**src/rtl/alu_vector_sequencer.sv**
```systemverilog
// Purpose : self-test sweep controller for the 32-bit ALU + 7-segment display board.
// Latency : LOAD 1 cycle, DWELL DWELL_CYCLES cycles (auto) or until a step edge (manual), ADVANCE 1 cycle.
// Backpressure: none; pause_i freezes the auto dwell counter, abort_i returns to IDLE.
//
// Ports:
//   clk_i, rst_ni              clock, asynchronous active-low reset
//   start_i, step_i            level inputs; rising edges start/restart the sweep or step it (manual)
//   mode_i                     0 = auto advance after DWELL_CYCLES, 1 = manual advance on step edge
//   pause_i, abort_i           freeze dwell counter (auto) / synchronous return to IDLE
//   addra_o, addrb_o           operand memory addresses
//   operacion_o, c_o, invert_o ALU operation code, carry-in, B-invert
//   valid_o, busy_o, done_o    vector displayable / sweep running / sweep finished
//   index_o                    linear vector index {op_idx, addra, addrb}
module alu_vector_sequencer #(
    parameter int unsigned        DWELL_CYCLES = 50000000,
    parameter int unsigned        N_OPS        = 4,
    parameter logic [4*N_OPS-1:0] OP_LIST      = {4'b0110, 4'b0010, 4'b0001, 4'b0000}
) (
    input  logic       clk_i,
    input  logic       rst_ni,
    input  logic       start_i,
    input  logic       mode_i,
    input  logic       step_i,
    input  logic       pause_i,
    input  logic       abort_i,
    output logic [2:0] addra_o,
    output logic [2:0] addrb_o,
    output logic [3:0] operacion_o,
    output logic       c_o,
    output logic       invert_o,
    output logic       valid_o,
    output logic       busy_o,
    output logic       done_o,
    output logic [8:0] index_o
);

    // A one-cycle dwell still needs a 1-bit counter so the compare stays well formed.
    localparam int unsigned      CNT_W    = (DWELL_CYCLES > 1) ? $clog2(DWELL_CYCLES) : 1;
    localparam logic [CNT_W-1:0] CNT_LAST = CNT_W'(DWELL_CYCLES - 1);
    localparam logic [2:0]       OP_LAST  = 3'(N_OPS - 1);
    localparam logic [8:0]       IDX_LAST = {OP_LAST, 6'h3F};

    typedef enum logic [2:0] {
        S_IDLE,
        S_LOAD,
        S_DWELL,
        S_ADVANCE,
        S_DONE
    } state_t;

    state_t           r_state;
    logic             r_start_prev;
    logic             r_step_prev;
    logic [CNT_W-1:0] r_cnt;
    logic [2:0]       r_op_idx;
    logic [2:0]       r_addra;
    logic [2:0]       r_addrb;

    state_t           w_state_nxt;
    logic [CNT_W-1:0] w_cnt_nxt;
    logic [8:0]       w_idx;
    logic [8:0]       w_idx_nxt;
    logic             w_start_edge;
    logic             w_step_edge;
    logic             w_last;
    logic [3:0]       w_op;

    assign w_start_edge = start_i & ~r_start_prev;
    assign w_step_edge  = step_i & ~r_step_prev;

    // addrb is the innermost loop, so a plain +1 on the concatenation carries
    // addrb -> addra -> op_idx in the required order.
    assign w_idx  = {r_op_idx, r_addra, r_addrb};
    assign w_last = (w_idx == IDX_LAST);

    // ------------------------------------------------------------------
    // State and datapath registers
    // ------------------------------------------------------------------
    always_ff @(posedge clk_i or negedge rst_ni) begin
        if (!rst_ni) begin
            r_state      <= S_IDLE;
            r_start_prev <= 1'b0;
            r_step_prev  <= 1'b0;
            r_cnt        <= '0;
            r_op_idx     <= 3'd0;
            r_addra      <= 3'd0;
            r_addrb      <= 3'd0;
        end else begin
            r_state      <= w_state_nxt;
            r_start_prev <= start_i;
            r_step_prev  <= step_i;
            r_cnt        <= w_cnt_nxt;
            r_op_idx     <= w_idx_nxt[8:6];
            r_addra      <= w_idx_nxt[5:3];
            r_addrb      <= w_idx_nxt[2:0];
        end
    end

    // ------------------------------------------------------------------
    // Next-state logic. Priority: abort, then start edge, then per-state.
    // ------------------------------------------------------------------
    always_comb begin
        w_state_nxt = r_state;
        w_cnt_nxt   = r_cnt;
        w_idx_nxt   = w_idx;

        if (abort_i) begin
            w_state_nxt = S_IDLE;
            w_cnt_nxt   = '0;
            w_idx_nxt   = 9'd0;
        end else if (w_start_edge) begin
            // Start from any state (including DONE) restarts at vector 0.
            w_state_nxt = S_LOAD;
            w_cnt_nxt   = '0;
            w_idx_nxt   = 9'd0;
        end else begin
            unique case (r_state)
                S_IDLE: begin
                    w_state_nxt = S_IDLE;
                end
                S_LOAD: begin
                    w_cnt_nxt   = '0;
                    w_state_nxt = S_DWELL;
                end
                S_DWELL: begin
                    if (mode_i) begin
                        // Manual: counter untouched so it survives a switch back to auto.
                        if (w_step_edge) begin
                            w_state_nxt = S_ADVANCE;
                        end
                    end else if (!pause_i) begin
                        if (r_cnt == CNT_LAST) begin
                            w_state_nxt = S_ADVANCE;
                        end else begin
                            w_cnt_nxt = r_cnt + 1'b1;
                        end
                    end
                end
                S_ADVANCE: begin
                    if (w_last) begin
                        w_state_nxt = S_DONE;
                    end else begin
                        w_idx_nxt   = w_idx + 9'd1;
                        w_state_nxt = S_LOAD;
                    end
                end
                S_DONE: begin
                    w_state_nxt = S_DONE;
                end
                default: begin
                    w_state_nxt = S_IDLE;
                    w_cnt_nxt   = '0;
                    w_idx_nxt   = 9'd0;
                end
            endcase
        end
    end

    // ------------------------------------------------------------------
    // Operation lookup and outputs
    // ------------------------------------------------------------------
    always_comb begin
        w_op = 4'd0;
        for (int k = 0; k < int'(N_OPS); k++) begin
            if (r_op_idx == 3'(k)) begin
                w_op = OP_LIST[4*k +: 4];
            end
        end
    end

    // In IDLE every output reads 0, so the op code is masked there; the
    // indices are already 0 because reset and abort clear them.
    assign operacion_o = (r_state == S_IDLE) ? 4'd0 : w_op;
    assign c_o         = operacion_o[2];
    assign invert_o    = operacion_o[2];
    assign addra_o     = r_addra;
    assign addrb_o     = r_addrb;
    assign index_o     = w_idx;

    assign valid_o = (r_state == S_DWELL) || (r_state == S_DONE);
    assign busy_o  = (r_state == S_LOAD) || (r_state == S_DWELL) || (r_state == S_ADVANCE);
    assign done_o  = (r_state == S_DONE);

endmodule

```
**config.mk**
```make
export PLATFORM = sky130hd
export DESIGN_NAME = alu_vector_sequencer
export DESIGN_NICKNAME = d
export VERILOG_FILES = /design/src/rtl/alu_vector_sequencer.sv
export SDC_FILE = /design/constraint.sdc
export NUM_CORES = 1
export LEC_CHECK = 0
export ABC_CLOCK_PERIOD_IN_PS = 6200
export CORE_ASPECT_RATIO = 1.1
export CORE_UTILIZATION = 50
export DETAILED_ROUTE_END_ITERATION = 7
export PLACE_DENSITY = 0.73
export SYNTH_ARGS = -nofsm -noshare
export SYNTH_HDL_FRONTEND = slang
export SYNTH_SLANG_ARGS = --single-unit
```
**constraint.sdc**
```tcl
create_clock -name clk_i -period 6.2 [get_ports clk_i]
set_input_delay 0.62 -clock clk_i [delete_from_list [all_inputs] [get_ports clk_i]]
set_output_delay 0.62 -clock clk_i [all_outputs]
set_load 0.01 [all_outputs]
```
==> qor.tcl <==
set qor(clock_buffer_count_from_cts) 5
set qor(clk_pin_slew_ns) 0.08
set qor(timing.critical_path.cells) {clkdlybuf4s50_1, or4_1, nor3_1, and3_2, o22a_2}
set qor(setup.worst_path.class) {in -> reg}
set qor(synth_top_area_frac) 0.401
set qor(cts-root-to-sink-buffers) 2
set qor(postLayoutCellArea_mm2) 0.00280
set qor(num_antenna_cells) 0
set qor(final.period_utilization) 0.472
set qor(crit_fanout) 25
set qor(layout.filler_cells) 432
set qor(timing.critical_path.slowest_stage_cell) {sky130_fd_sc_hd__or4_1}
set qor(detailed_place.area_mm2) 0.00273
set qor(worst_vdd_ir_mv) 0.0835
set qor(remaining_routing_drc_violations) 0
set qor(report.final.slew_viol_count) 0
set qor(synth.top_cells.by_area) {sky130_fd_sc_hd__dfrtp_1, sky130_fd_sc_hd__o22a_1, sky130_fd_sc_hd__nand2_1, sky130_fd_sc_hd__nor3_1, sky130_fd_sc_hd__o21ai_0}
set qor(number_of_global_route_vias_before_repair) 2127
set qor(holdWs_ns) 0.443
set qor(netlist_instances) 281
set qor(least_margin_pin_slew_ns) 0.929
set qor(port_buffers) 29
set qor(synth-main-ff-cell) {sky130_fd_sc_hd__dfrtp_1}
set qor(upper_clock_frequency_limit_mhz) 342
set qor(layout.nets) 304
set qor(setup_viol) 0
set qor(async_reset_ff_frac) 1.00
set qor(endpoint_kind) {flop}
set qor(ant_nets) 0
set qor(final.setup_skew_ns) 0.00633
set qor(post_cts_resize_count) 0
set qor(h_tree_level_count) 2
set qor(detail_route.wl_per_cell_um) 17.0
set qor(slowest_delay_ns) 0.98
set qor(coreArea_mm2) 0.00472
set qor(ioPinCount) 31
set qor(clock-root-buffer) {sky130_fd_sc_hd__clkbuf_8}
set qor(rsz0062_at_grt) {false}
set qor(numPlacedInstances) 343
set qor(tritoncts) {done}
set qor(hold_viol) 0
set qor(post_route_cells_drive_above_1_share) 0.0680
set qor(routabilityCongestion) 0.830
set qor(hpwlAfterDp_um) 4000
set qor(yosysWarningCount) 0
set qor(outcome) {complete, no violations}
set qor(grt_pass1_wl_um) 10500
set qor(clk_latency_ns) 0.30
set qor(placementRows) 26
set qor(grt_antenna_before_repair) 0
set qor(critPathArrivalTime_ns) 3.16
set qor(ys_seq_elements) 40
set qor(fp.dieW_um) 69.4
set qor(ratio_of_total_power_to_cell_area_mw_per_mm2) 169
set qor(grt.total_usage) 0.245
set qor(yosysTopAreaCell) {sky130_fd_sc_hd__dfrtp_1}
set qor(cts_sinks) 40
set qor(syn_area_mm2) 0.00250
set qor(gr-total-overflow) 0
set qor(die_area_mm2) 0.00528
set qor(detail_route.first_pass.iterations) 4
set qor(required_ns) 6.44
set qor(drtIter0Drc) 159
set qor(seq_area_frac_synth) 0.401
set qor(holdCritPathClass) {in -> async}
set qor(maxCapViolations) 0
set qor(setup_total_negative_slack_ns) 0
set qor(syn_avg_cell_area_um2) 8.88
set qor(starting_density_of_the_core) 0.529
set qor(p_leak_nw) 1.11
set qor(grt_max_degree) 41
set qor(timing.critical_path.from_type) {input port}
set qor(edff_count_synth) 0
set qor(cts_hold_repair.buffers) 0
set qor(syn-num-nets) 291
set qor(postCtsSetupRepairBufs) 0
set qor(fin_crit_ns) 2.92
set qor(finalWorstSetupSlack_ns) 3.28
set qor(place_worst_setup_slack_ns) 2.98
set qor(flop_to_flop_setup_slack_ns) 3.45
set qor(finish.cell_count_without_fillers) 350
set qor(dr_total_vias) 2200
set qor(floorplan_die_height_um) 76.1
set qor(layout-area-overhead-vs-synth_pct) 12.3
set qor(maxSlewHeadroom) 0.379
set qor(via_per_inst) 6.29
set qor(wirelength_um) 5940
set qor(cell_variety_after_synth) 53
==> critical path: cells and delay by family <==
| family | cells | cell delay (ns) |
|---|---|---|
| simple gates | 3 | 1.86 |
| compound gates | 1 | 0.13 |
| buf+inv | 1 | 0.55 |
==> cells in the final DEF (no fill, tap or decap), types with 5 or more instances in the layout <==
| master | count |
|---|---|
| sky130_fd_sc_hd__dfrtp_1 | 40 |
| sky130_fd_sc_hd__clkdlybuf4s50_1 | 28 |
| sky130_fd_sc_hd__nand2_1 | 26 |
| sky130_fd_sc_hd__nor2_1 | 19 |
| sky130_fd_sc_hd__nor3_1 | 16 |
| sky130_fd_sc_hd__o21ai_0 | 16 |
| sky130_fd_sc_hd__nand3_1 | 14 |
| sky130_fd_sc_hd__o22a_1 | 12 |
| sky130_fd_sc_hd__and3_1 | 11 |
| sky130_fd_sc_hd__a21oi_1 | 9 |
| sky130_fd_sc_hd__nor4_1 | 8 |
| sky130_fd_sc_hd__nand4_1 | 7 |
| sky130_fd_sc_hd__xnor2_1 | 5 |
| sky130_fd_sc_hd__or4_1 | 5 |
| sky130_fd_sc_hd__a211o_1 | 5 |
| sky130_fd_sc_hd__a31oi_1 | 5 |
| sky130_fd_sc_hd__or3_1 | 5 |
| sky130_fd_sc_hd__clkbuf_8 | 5 |
==> final timing paths <==
kind,start,end,cells past startpoint
worst max register to register,r_state[2],r_cnt[11],5
worst max-delay path,abort_i,r_cnt[11],5
max in group asynchronous,rst_ni,r_cnt[4],1
worst min-delay path,rst_ni,addra_o[0],1
min in group clk_i,r_cnt[20],r_cnt[20],1
worst min register to register,r_cnt[20],r_cnt[20],1
==> per-stage QoR <==
| stage | total power [mW] | utilization |
|---|---|---|
| 2_1_floorplan | 0.292 | - |
| 3_3_place_gp | 0.308 | 0.578 |
| 3_5_place_dp | 0.309 | 0.578 |
| 4_1_cts | 0.478 | 0.594 |
| 5_1_grt | 0.493 | 0.594 |
| 6_report | 0.474 | 0.594 |
==> metal layers <==
layer	global-route usage	share of wire	wire length, µm
met1	0.332	0.45	2680
met2	0.392	0.48	2830
met3	0.0437	0.053	312
met4	0.0857	0.019	114
met5	0	0	0
==> state kept, by name (all words and copies together) (netlist names) <==
register      count
addra_o           3
addrb_o           3
r_cnt            26
r_op_idx          3
r_start_prev      1
r_state           3
r_step_prev       1
==> cells by family (layout without fill, tap and decap cells) <==
family / Yosys count / after routing / synth area share
simple gates: 138 / 138 / 0.309
mux: 1 / 1 / 0.00451
xor+xnor: 5 / 5 / 0.0175
compound gates: 65 / 65 / 0.192
flops: 40 / 40 / 0.401
other cells: 1 / 1 / 0.00150
fa+ha+maj: 3 / 3 / 0.0150
buf+inv: 28 / 41 / 0.0591
==> power breakdown <==
group	total, mW	internal [mW]	switching [mW]	leakage, nW
sequential	0.265	0.262	0.00312	0.553
combinational	0.0379	0.0121	0.0258	0.516
clock	0.171	0.0767	0.0944	0.0410
==> area by class of cell <==
class | instances | area (µm²) | area share
sequential | 40 | 1000 | 0.357
inverter | 4 | 15.0 | 0.00535
clock inverter | 1 | 5.00 | 0.00178
tap | 56 | 70.1 | 0.0250
timing repair buffer | 30 | 293 | 0.104
clock buffer | 6 | 72.6 | 0.0259
multi-input combinational | 213 | 1350 | 0.481
==> cell usage after synthesis, types with 3 or more instances <==
cell / count
sky130_fd_sc_hd__inv_1: 4
sky130_fd_sc_hd__nor2b_1: 3
sky130_fd_sc_hd__buf_4: 10
sky130_fd_sc_hd__nand4_1: 7
sky130_fd_sc_hd__or4_1: 5
sky130_fd_sc_hd__o22a_1: 12
sky130_fd_sc_hd__nand2_1: 26
sky130_fd_sc_hd__and3_1: 11
sky130_fd_sc_hd__dfrtp_1: 40
sky130_fd_sc_hd__a211o_1: 5
sky130_fd_sc_hd__nor4_1: 8
sky130_fd_sc_hd__nand3_1: 14
sky130_fd_sc_hd__and4_1: 4
sky130_fd_sc_hd__or3_1: 5
sky130_fd_sc_hd__and2_1: 4
sky130_fd_sc_hd__and3_2: 4
sky130_fd_sc_hd__nor2_1: 19
sky130_fd_sc_hd__buf_2: 4
sky130_fd_sc_hd__nor3_1: 16
sky130_fd_sc_hd__o21ai_0: 16
sky130_fd_sc_hd__ha_1: 3
sky130_fd_sc_hd__xnor2_1: 5
sky130_fd_sc_hd__a31oi_1: 5
sky130_fd_sc_hd__clkbuf_1: 9
sky130_fd_sc_hd__a21oi_1: 9
Power figures use the tool's default switching activity.
